===== config.mk =====
export PLATFORM = sky130hd
export DESIGN_NAME = adpcm_channel_sequencer
export DESIGN_NICKNAME = d
export VERILOG_FILES = /design/src/rtl/adpcm_pkg.sv /design/src/rtl/adpcm_gb_arbiter.sv /design/src/rtl/adpcm_channel_sequencer.sv
export SDC_FILE = /design/constraint.sdc
export NUM_CORES = 1
export LEC_CHECK = 0
export BUFFER_PORTS_ARGS = -buffer_cell sky130_fd_sc_hd__buf_2
export CORE_UTILIZATION = 55
export CTS_CLUSTER_SIZE = 28
export DETAILED_ROUTE_END_ITERATION = 8
export MAX_ROUTING_LAYER = met4
export PLACE_DENSITY = 0.87
export REMOVE_ABC_BUFFERS = 1
export SLEW_MARGIN = 40
export SYNTH_ARGS = -nofsm -noshare
export SYNTH_HDL_FRONTEND = slang
export SYNTH_HIERARCHICAL = 1
export SYNTH_SLANG_ARGS = --single-unit

===== constraint.sdc =====
create_clock -name clk -period 5.5 [get_ports clk]
set_input_delay 1.1 -clock clk [delete_from_list [all_inputs] [get_ports clk]]
set_output_delay 1.1 -clock clk [all_outputs]
set_load 0.05 [all_outputs]

===== src/rtl/adpcm_pkg.sv =====
// Shared constants and types for the ics_adpcm control path: channel register
// indices, global write addresses and the channel sequencer state encoding.
package adpcm_pkg;

    localparam logic [2:0] REG_START   = 3'd0;
    localparam logic [2:0] REG_FLAGS   = 3'd1;
    localparam logic [2:0] REG_END     = 3'd2;
    localparam logic [2:0] REG_LOOP    = 3'd3;
    localparam logic [2:0] REG_VOLUMES = 3'd4;
    localparam logic [2:0] REG_PITCH   = 3'd5;
    localparam logic [2:0] REG_COUNT   = 3'd6;

    localparam logic GB_ADDR_START = 1'b0;
    localparam logic GB_ADDR_STOP  = 1'b1;

    typedef enum logic [2:0] {
        ST_IDLE  = 3'd0,
        ST_PITCH = 3'd1,
        ST_WRITE = 3'd2,
        ST_GAP   = 3'd3,
        ST_DONE  = 3'd4
    } seq_state_e;

    // Index of the lowest set bit; 0 when the mask is empty.
    function automatic logic [2:0] lowest_index(input logic [7:0] mask);
        logic [2:0] idx;
        idx = 3'd0;
        for (int i = 7; i >= 0; i--) begin
            if (mask[i]) idx = 3'(i);
        end
        return idx;
    endfunction

endpackage


===== src/rtl/adpcm_gb_arbiter.sv =====
// Start/stop mask accumulators and the global write handshake toward ics_adpcm.
// Start masks always win over stop masks when both are waiting.
module adpcm_gb_arbiter
    import adpcm_pkg::*;
#(
    parameter int CHANNELS = 3
) (
    input  logic                clk_i,
    input  logic                rst_ni,
    input  logic [CHANNELS-1:0] start_set_i,
    input  logic [CHANNELS-1:0] start_clr_i,
    input  logic [CHANNELS-1:0] stop_set_i,
    input  logic                gb_write_busy_i,
    input  logic                gb_write_ready_i,
    output logic                gb_write_address_o,
    output logic [CHANNELS-1:0] gb_write_data_o,
    output logic                gb_write_en_o,
    output logic [CHANNELS-1:0] pending_start_o,
    output logic [CHANNELS-1:0] pending_stop_o
);

    logic [CHANNELS-1:0] pending_start_q, pending_start_d;
    logic [CHANNELS-1:0] pending_stop_q, pending_stop_d;
    logic [CHANNELS-1:0] data_q, data_d;
    logic                addr_q, addr_d;
    logic                en_q, en_d;
    logic                issue;

    // Handshake: en rises with address/data stable and stays high until the
    // edge at which ready is sampled high; a new write never overlaps busy.
    always_comb begin
        pending_start_d = pending_start_q;
        pending_stop_d  = pending_stop_q;
        data_d          = data_q;
        addr_d          = addr_q;
        en_d            = en_q;
        issue           = !en_q && !gb_write_busy_i &&
                          ((|pending_start_q) || (|pending_stop_q));

        if (issue) begin
            en_d = 1'b1;
            if (|pending_start_q) begin
                addr_d          = GB_ADDR_START;
                data_d          = pending_start_q;
                pending_start_d = '0;
            end else begin
                addr_d         = GB_ADDR_STOP;
                data_d         = pending_stop_q;
                pending_stop_d = '0;
            end
        end else if (en_q && gb_write_ready_i) begin
            en_d = 1'b0;
        end

        // Bits arriving this cycle survive the clear and go out next time.
        pending_start_d = (pending_start_d | start_set_i) & ~start_clr_i;
        pending_stop_d  = pending_stop_d | stop_set_i;
    end

    always_ff @(posedge clk_i or negedge rst_ni) begin
        if (!rst_ni) begin
            pending_start_q <= '0;
            pending_stop_q  <= '0;
            data_q          <= '0;
            addr_q          <= 1'b0;
            en_q            <= 1'b0;
        end else begin
            pending_start_q <= pending_start_d;
            pending_stop_q  <= pending_stop_d;
            data_q          <= data_d;
            addr_q          <= addr_d;
            en_q            <= en_d;
        end
    end

    assign gb_write_address_o = addr_q;
    assign gb_write_data_o    = data_q;
    assign gb_write_en_o      = en_q;
    assign pending_start_o    = pending_start_q;
    assign pending_stop_o     = pending_stop_q;

endmodule


===== src/rtl/adpcm_channel_sequencer.sv =====
// Turns per-channel key-on/key-off pulses into ordered six-register channel
// bursts for ics_adpcm, followed by global start/stop mask writes.
module adpcm_channel_sequencer
    import adpcm_pkg::*;
#(
    parameter int CHANNELS    = 3,
    parameter int ADDR_STRIDE = 8
) (
    input  logic                clk,
    input  logic                reset_n,
    input  logic [CHANNELS-1:0] key_on,
    input  logic [CHANNELS-1:0] key_off,
    output logic [2:0]          cfg_channel,
    input  logic [15:0]         cfg_start,
    input  logic [15:0]         cfg_end,
    input  logic [15:0]         cfg_loop,
    input  logic                cfg_looped,
    input  logic [15:0]         cfg_volumes,
    output logic                pitch_request,
    input  logic [15:0]         pitch_in,
    input  logic                pitch_valid,
    output logic [7:0]          ch_write_address,
    output logic [15:0]         ch_write_data,
    output logic                ch_write_en,
    input  logic                ch_write_ready,
    output logic                gb_write_address,
    output logic [CHANNELS-1:0] gb_write_data,
    output logic                gb_write_en,
    input  logic                gb_write_busy,
    input  logic                gb_write_ready,
    output logic                busy
);

    logic [1:0]          rst_sync_q;
    logic                rst_n_int;
    seq_state_e          state_q;
    logic [2:0]          cfg_channel_q;
    logic [2:0]          reg_index_q;
    logic                pitch_request_q;
    logic [15:0]         pitch_q;
    logic                ch_en_q;
    logic [7:0]          ch_addr_q;
    logic [15:0]         ch_data_q;
    logic [CHANNELS-1:0] pending_config_q, pending_config_d;
    logic [CHANNELS-1:0] abort_q, abort_d;
    logic                rekey_q, rekey_d;

    logic [CHANNELS-1:0] key_off_eff, ch_mask, flight_mask, cancel_mask, avail;
    logic [CHANNELS-1:0] start_set, pending_start, pending_stop;
    logic                in_flight, rekey_hit, abort_hit, abort_now;
    logic [2:0]          next_index;
    logic [7:0]          next_addr;
    logic [15:0]         next_data;

    // Reset asserts immediately but releases only on a clock edge.
    always_ff @(posedge clk or negedge reset_n) begin
        if (!reset_n) rst_sync_q <= 2'b00;
        else          rst_sync_q <= {rst_sync_q[0], 1'b1};
    end
    assign rst_n_int = rst_sync_q[1];

    always_comb begin
        for (int i = 0; i < CHANNELS; i++) begin
            ch_mask[i] = (cfg_channel_q == 3'(i));
        end
    end

    always_comb begin
        next_index = (state_q == ST_GAP) ? reg_index_q + 3'd1 : REG_START;
        next_addr  = 8'(int'(cfg_channel_q) * ADDR_STRIDE + int'(next_index));
        unique case (next_index)
            REG_START:   next_data = cfg_start;
            REG_FLAGS:   next_data = {15'b0, cfg_looped};
            REG_END:     next_data = cfg_end;
            REG_LOOP:    next_data = cfg_loop;
            REG_VOLUMES: next_data = cfg_volumes;
            default:     next_data = pitch_q;
        endcase
    end

    // A key_on that arrives while its own channel is in flight is remembered in
    // rekey_q so DONE leaves pending_config set and the burst runs again.
    always_comb begin
        key_off_eff      = key_off & ~key_on;
        in_flight        = (state_q != ST_IDLE);
        flight_mask      = in_flight ? ch_mask : '0;
        cancel_mask      = key_off_eff & pending_config_q & ~flight_mask;
        avail            = pending_config_q & ~cancel_mask;
        rekey_hit        = |(key_on & flight_mask);
        abort_hit        = |(key_off_eff & flight_mask);
        abort_now        = (|(abort_q & ch_mask)) || abort_hit;
        pending_config_d = pending_config_q & ~cancel_mask;
        abort_d          = abort_q | (key_off_eff & flight_mask);
        start_set        = '0;
        rekey_d          = rekey_q;
        if (rekey_hit)      rekey_d = 1'b1;
        else if (abort_hit) rekey_d = 1'b0;

        if (state_q == ST_DONE) begin
            if (!rekey_q || abort_hit) pending_config_d = pending_config_d & ~ch_mask;
            if (!abort_now)            start_set = ch_mask;
            abort_d = abort_d & ~ch_mask;
            rekey_d = 1'b0;
        end
        pending_config_d = pending_config_d | key_on;
    end

    always_ff @(posedge clk or negedge rst_n_int) begin
        if (!rst_n_int) begin
            state_q          <= ST_IDLE;
            cfg_channel_q    <= 3'd0;
            reg_index_q      <= REG_START;
            pitch_request_q  <= 1'b0;
            pitch_q          <= 16'd0;
            ch_en_q          <= 1'b0;
            ch_addr_q        <= 8'd0;
            ch_data_q        <= 16'd0;
            pending_config_q <= '0;
            abort_q          <= '0;
            rekey_q          <= 1'b0;
        end else begin
            pending_config_q <= pending_config_d;
            abort_q          <= abort_d;
            rekey_q          <= rekey_d;
            pitch_request_q  <= 1'b0;
            unique case (state_q)
                ST_IDLE: begin
                    if (|avail) begin
                        cfg_channel_q   <= lowest_index(8'(avail));
                        pitch_request_q <= 1'b1;
                        state_q         <= ST_PITCH;
                    end
                end
                ST_PITCH: begin
                    if (pitch_valid) begin
                        pitch_q     <= pitch_in;
                        reg_index_q <= REG_START;
                        ch_en_q     <= 1'b1;
                        ch_addr_q   <= next_addr;
                        ch_data_q   <= next_data;
                        state_q     <= ST_WRITE;
                    end
                end
                ST_WRITE: begin
                    if (ch_write_ready) begin
                        ch_en_q <= 1'b0;
                        state_q <= ST_GAP;
                    end
                end
                ST_GAP: begin
                    if (reg_index_q == REG_COUNT - 3'd1) begin
                        state_q <= ST_DONE;
                    end else begin
                        reg_index_q <= next_index;
                        ch_en_q     <= 1'b1;
                        ch_addr_q   <= next_addr;
                        ch_data_q   <= next_data;
                        state_q     <= ST_WRITE;
                    end
                end
                ST_DONE: state_q <= ST_IDLE;
                default: state_q <= ST_IDLE;
            endcase
        end
    end

    adpcm_gb_arbiter #(
        .CHANNELS (CHANNELS)
    ) u_gb_arbiter (
        .clk_i              (clk),
        .rst_ni             (rst_n_int),
        .start_set_i        (start_set),
        .start_clr_i        (cancel_mask),
        .stop_set_i         (key_off_eff),
        .gb_write_busy_i    (gb_write_busy),
        .gb_write_ready_i   (gb_write_ready),
        .gb_write_address_o (gb_write_address),
        .gb_write_data_o    (gb_write_data),
        .gb_write_en_o      (gb_write_en),
        .pending_start_o    (pending_start),
        .pending_stop_o     (pending_stop)
    );

    assign cfg_channel      = cfg_channel_q;
    assign pitch_request    = pitch_request_q;
    assign ch_write_address = ch_addr_q;
    assign ch_write_data    = ch_data_q;
    assign ch_write_en      = ch_en_q;
    assign busy             = in_flight || (|pending_config_q) || (|pending_start) ||
                              (|pending_stop) || gb_write_en;

endmodule


==> flow_metrics.tcl, run 1 <==
set metrics [dict create \
    rr_endpoint "ch_write_data[4]" \
    reg2reg_depth 6 \
    critPathLaunchType "register" \
    ys_seq_area_frac 0.431 \
    fin_tns_setup_ns 0 \
    cts_max_level 3 \
    clk_latency_ns 0.34 \
    maxCapViolCount 0 \
    worstPathArrival_ns 1.95 \
    hold_viol 0 \
    skew_ns 0.0126 \
    timing.final.crit_share 0.555 \
    syn_area_per_cell_um2 10.3 \
    die_w_um 84.2 \
    die-area_mm2 0.00709 \
    cp-startpoint "state_q[2]" \
    netlist_area_mm2 0.00372 \
    hold_class "register to async pin" \
    die_y_um 84.2 \
    num_antenna_cells 0 \
    antenna_found_initial 0 \
    cts_setup_buffers 0 \
    yosys_warnings 6 \
    setup_violations 0 \
    cts_resized 0 \
    p_leak_uw 0.00213 \
    port-buffer-count 123 \
    critPathCapture "busy" \
    clock_sinks 64 \
    coreArea_mm2 0.00642 \
    slew_viol_final 0 \
    wl_per_cell_um 17.1 \
    dr.pass1.iters 8 \
    tightest_slew_ns 0.836 \
    grt_pass1_wl_mm 15.0 \
    syn_inst 360 \
    run_status "finished, violations left" \
    final_nets 565 \
    cts-buffers-inserted 9 \
    period_minus_slack_ns 3.05 \
    synthArstFlopShare 1.00 \
    cp-end-kind "output port" \
    synthDistinctLibCells 62 \
    max_slew_margin 0.443 \
    r2r_start "reg_index_q[0]" \
    fillerInstances 475 \
    grt_pass1_vias 3215 \
    initial_utilization 0.579 \
    path_clk_slew_ns 0.08 \
    root_buffer "clkbuf_8" \
    wl_mm 9.43 \
    synth_edf_count 0 \
    ys_seq_elements 64 \
    peakVddDrop_v 0.000373 \
    yosys-top-cells-area "dfrtp_1 (43%), mux2_2 (9.7%), o221a_1 (3.6%)" \
    cts_buffer_depth 2 \
    ios 128 \
    drt_first_iter_violations 210 \
    post-route-util 0.706 \
    critPathMaxFanout 14 \
    row_count 29 \
    grt_overflow_total 0 \
    synth_top_area_frac 0.431 \
    drc_errors 10 \
    netlist.top_cell.by_area "dfrtp_1" \
    path_class "register to output port" \
    max_freq_ghz 0.328 \
    rsz0062_at_grt "no" \
    pwr_density_cell_mw_per_mm2 540 \
    violations "design-rule violations" \
    syn_to_final_growth_pct 22.0 \
    holdBufCountCts 0 \
    grt_max_degree 63 \
    viasPerCell 6.04 \
    cts_tree "yes" \
    track_usage 0.276 \
    ys.flop_type "dfrtp_1" \
    rrSetupSlack_ns 2.97 \
    vias 3336 \
    drive_gt1_frac 0.421 \
    drtAntennaViolNets 0 \
    required_ns 4.40 \
    hpwl_mm 6.45 \
    place.gp.congestion 0.884 \
]
[cell families (layout without fill, tap and decap cells)]
logic type / after synthesis / count (layout) / synth area share
AND/OR/NAND/NOR: 98 / 98 / 0.148
flip-flops: 64 / 64 / 0.431
multiplexers: 38 / 38 / 0.114
buffers and inverters: 51 / 163 / 0.0744
other: 2 / 5 / 0.00202
adder cells (fa/ha/maj): 2 / 2 / 0.00673
XOR/XNOR: 2 / 2 / 0.00875
AO/OA/AOI/OAI: 103 / 103 / 0.215
[critical path: stages, from the launching register on]
cell and delay [ns]:
dfrtp_1 0.54, nor3_1 0.67, nand4_1 0.14, buf_2 0.26
[power by group]
part / total [uW] / switching, uW / internal (uW)
Combinational: 1210 / 802 / 409
Sequential: 744 / 127 / 617
Clock: 492 / 190 / 302
[per-layer routing]
metal / track usage / part of all wire
met1: 0.356 / 0.44
met2: 0.429 / 0.47
met3: 0.0472 / 0.066
met4: 0.121 / 0.022
met5: - / 0
[layout make-up]
class / count / area [um2] / share of cell area
sequential: 64 / 1600 / 0.353
clock inverter: 7 / 120 / 0.0265
timing repair buffer: 127 / 649 / 0.143
inverter: 20 / 75.1 / 0.0166
tap: 77 / 96.3 / 0.0212
multi-input combinational: 248 / 1870 / 0.412
clock buffer: 9 / 124 / 0.0273
[state kept, by name, indices dropped and copies added, names as in the netlist]
register	cells
reg_index_q	1
pitch_request	1
u_gb_arbiter/gb_write_data_o	3
abort_q	3
u_gb_arbiter/pending_stop_o	3
pitch_q	16
ch_write_data	16
u_gb_arbiter/gb_write_en_o	1
rekey_q	1
ch_write_address	4
state_q	3
u_gb_arbiter/pending_start_o	3
cfg_channel	2
u_gb_arbiter/gb_write_address_o	1
rst_sync_q	2
pending_config_q	3
ch_write_en	1
[cell usage in the layout (no fill, tap or decap), drive strengths merged, types with 5 or more instances in the layout]
cell type / netlist / layout
conb: 2 / 5
nor2: 24 / 24
nor4: 8 / 8
o2111ai: 10 / 10
inv: 20 / 20
a21o: 5 / 5
mux2: 36 / 36
nor2b: 5 / 5
nand2b: 5 / 5
o311ai: 5 / 5
a21oi: 26 / 26
nand3: 19 / 19
o211ai: 12 / 12
o221a: 16 / 16
nand2: 15 / 15
dfrtp: 64 / 64
o21ai: 12 / 12
clkbuf: 6 / 9
buf: 25 / 127
[synth_stat cells (3+ instances only)]
cell type,number
a21o_1,4
a21oi_1,26
a31oi_1,3
and3_1,3
buf_2,11
buf_4,9
buf_6,5
clkbuf_1,6
dfrtp_1,64
inv_1,19
mux2_1,4
mux2_2,32
nand2_1,15
nand2b_1,4
nand3_1,19
nor2_1,22
nor2b_1,5
nor3_1,3
nor4_1,8
o2111ai_1,5
o2111ai_2,5
o211ai_1,12
o21ai_0,10
o221a_1,12
o221a_2,4
o311ai_1,5
[stage by stage]
| stage | power, uW | hold slack (ns) | cells | instance area, um2 | setup WS (ns) |
|---|---|---|---|---|---|
| global route | 2560 | 0.359 | 552 | 4530 | 2.31 |
| global placement | 1910 | 0.338 | 536 | 4270 | 2.85 |
| CTS | 2440 | 0.357 | 552 | 4530 | 2.55 |
| detailed placement | 1950 | 0.341 | 536 | 4290 | 2.80 |
| finish | 2450 | 0.330 | 552 | 4530 | 2.45 |
| floorplan | 1630 | 0.331 | 332 | 3530 | 2.50 |
[worst min-delay path by stage]
stage / start / to / slack [ns]
floorplan: rst_sync_q[0] / rst_sync_q[1] / 0.33
global placement: rst_sync_q[0] / rst_sync_q[1] / 0.34
detailed placement: rst_sync_q[0] / rst_sync_q[1] / 0.34
CTS: rst_sync_q[0] / rst_sync_q[1] / 0.36
global route: rst_sync_q[0] / rst_sync_q[1] / 0.36
finish: rst_sync_q[1] / state_q[2] / 0.33
Note: power is estimated with default switching activity, not from simulation.
==> run 2: changes to the inputs <==
- CORE_UTILIZATION: 55 -> 51
- PLACE_DENSITY: 0.87 -> 0.81
- clock period: 5.5 -> 2.92 ns (I/O delays scaled with it)
==> run 2 against run 1 <==
Against the previous run: cell area is 0.61% higher; clock skew decreased by 0.00056 ns; combinational power rose by 88%; first-iteration DRC count down 11%; the flow now finishes without violations; sequential power is 90% higher; clock power increased by 76%; highest routed layer unchanged.
==> flow_metrics.tcl, run 2 (synthesized netlist as in run 1, its figures left out) <==
set metrics [dict create \
    run_status "finished clean" \
    track_usage 0.273 \
    cts_buffer_depth 2 \
    syn_to_final_growth_pct 22.7 \
    max_slew_margin 0.457 \
    placed_cells 560 \
    antenna_found_initial 0 \
    slew_viol_final 0 \
    wl_per_cell_um 17.1 \
    required_ns 3.20 \
    slowest_delay_ns 0.64 \
    rsz0062_at_grt "no" \
    clock_sinks 64 \
    hold_class "register to async pin" \
    drt_first_iter_violations 187 \
    peakVddDrop_v 0.000680 \
    final_common_cell "buf_2" \
    grt_pass1_vias 3113 \
    coreArea_mm2 0.00691 \
    placed_area_mm2 0.00433 \
    critPathLaunchType "register" \
    p_total_uw 4560 \
    setup_violations 0 \
    p_leak_uw 0.00215 \
    pwr_density_cell_mw_per_mm2 999 \
    worstPathArrival_ns 2.66 \
    port-buffer-count 123 \
    cts_resized 0 \
    num_antenna_cells 0 \
    initial_utilization 0.538 \
    critPathMaxFanout 20 \
    place.gp.congestion 0.918 \
    cts-buffers-inserted 9 \
    drc_errors 0 \
    die_y_um 87.4 \
    vias 3359 \
    viasPerCell 5.83 \
    hpwl_mm 7.16 \
    max_freq_ghz 0.421 \
    final_nets 571 \
    post-route-util 0.661 \
    cp-end-kind "register" \
    grt_overflow_total 0 \
    hold_viol 0 \
    cts_max_level 3 \
    path_class "register to register" \
    slowest_stage "xor2_2" \
    die_w_um 87.4 \
    ios 128 \
    fillerInstances 579 \
    grt_pass1_wl_mm 15.3 \
    skew_ns 0.0120 \
    dr.pass1.iters 5 \
    timing.final.crit_share 0.813 \
    grt_max_degree 38 \
    final_area_mm2 0.00456 \
    maxCapViolCount 0 \
    tightest_slew_ns 0.814 \
    wl_mm 9.88 \
    cts_tree "yes" \
    layout_common_cells "buf_2 (123), dfrtp_1 (63), mux2_2 (32)" \
    row_count 30 \
    path_clk_slew_ns 0.08 \
    clk_latency_ns 0.35 \
    die-area_mm2 0.00763 \
    drtAntennaViolNets 0 \
    path_cells "buf_4 -> ha_1 -> xor2_2 -> a21oi_1 -> o311ai_1 -> o221a_1" \
    fin_cells 576 \
    drive_gt1_frac 0.423 \
    period_minus_slack_ns 2.37 \
    root_buffer "clkbuf_8" \
]
## run 2: cell types whose count changed in the layout (fill, tap and decap cells not counted), sizes merged
cell         change
buf              +5
bufinv           -1
clkinvlp         -1
clkbuf           +3
clkinv           -2
dlygate4sd3      +1
## run 2: area by class of cell
cell class	count	area [um2]	area share
clock buffer	12	155	0.0340
clock inverter	3	65.1	0.0143
inverter	20	75.1	0.0165
multi-input combinational	248	1850	0.406
sequential	64	1600	0.351
tap	96	120	0.0263
timing repair buffer	133	693	0.152
## run 2: layer usage
layer,global-route usage,routed length (um)
met1,0.360,4300
met2,0.413,4740
met3,0.0474,626
met4,0.119,209
met5,-,0
## run 2: through the flow
step           hold slack [ns]  worst slack (ns)  TNS, ns
3_5_place_dp             0.301             0.615        0
2_1_floorplan            0.288           -0.0782   -0.957
6_report                 0.271             0.547        0
5_1_grt                  0.328             0.428        0
4_1_cts                  0.294             0.598        0
3_3_place_gp             0.284             0.727        0
## run 2: path summary, 6_finish.rpt
kind                                 from             endpoint  slack (ns)  cells after the start
max in group asynchronous   rst_sync_q[1]    ch_write_data[14]        1.95                      1
min                         rst_sync_q[1]  pending_config_q[1]        0.27                      0
min in group clk            rst_sync_q[0]        rst_sync_q[1]        0.37                      0
max                        reg_index_q[0]     ch_write_data[6]        0.55                      6
min reg2reg                 rst_sync_q[1]  pending_config_q[1]        0.27                      0
max reg2reg                reg_index_q[0]     ch_write_data[6]        0.55                      6
## run 2: power by group
group	total (uW)	switching, uW	leakage (uW)	internal (uW)
clock	864	342	0.000112	522
combinational	2280	1500	0.00126	782
sequential	1410	247	0.000774	1160
total	4560	2090	0.00215	2470
## run 2: what timing repair did
item                                   4_1_cts  5_1_grt
hold buffers                                 1        0
buffers inserted                             0        0
endpoints found under the hold margin        1        0
## run 2: critical path, delay by kind of cell (launching register included)
| kind | cells | cell delay (ns) |
|---|---|---|
| buffers and inverters | 1 | 0.30 |
| adder cells (fa/ha/maj) | 1 | 0.31 |
| AO/OA/AOI/OAI | 3 | 0.68 |
| flip-flops | 1 | 0.39 |
| XOR/XNOR | 1 | 0.64 |
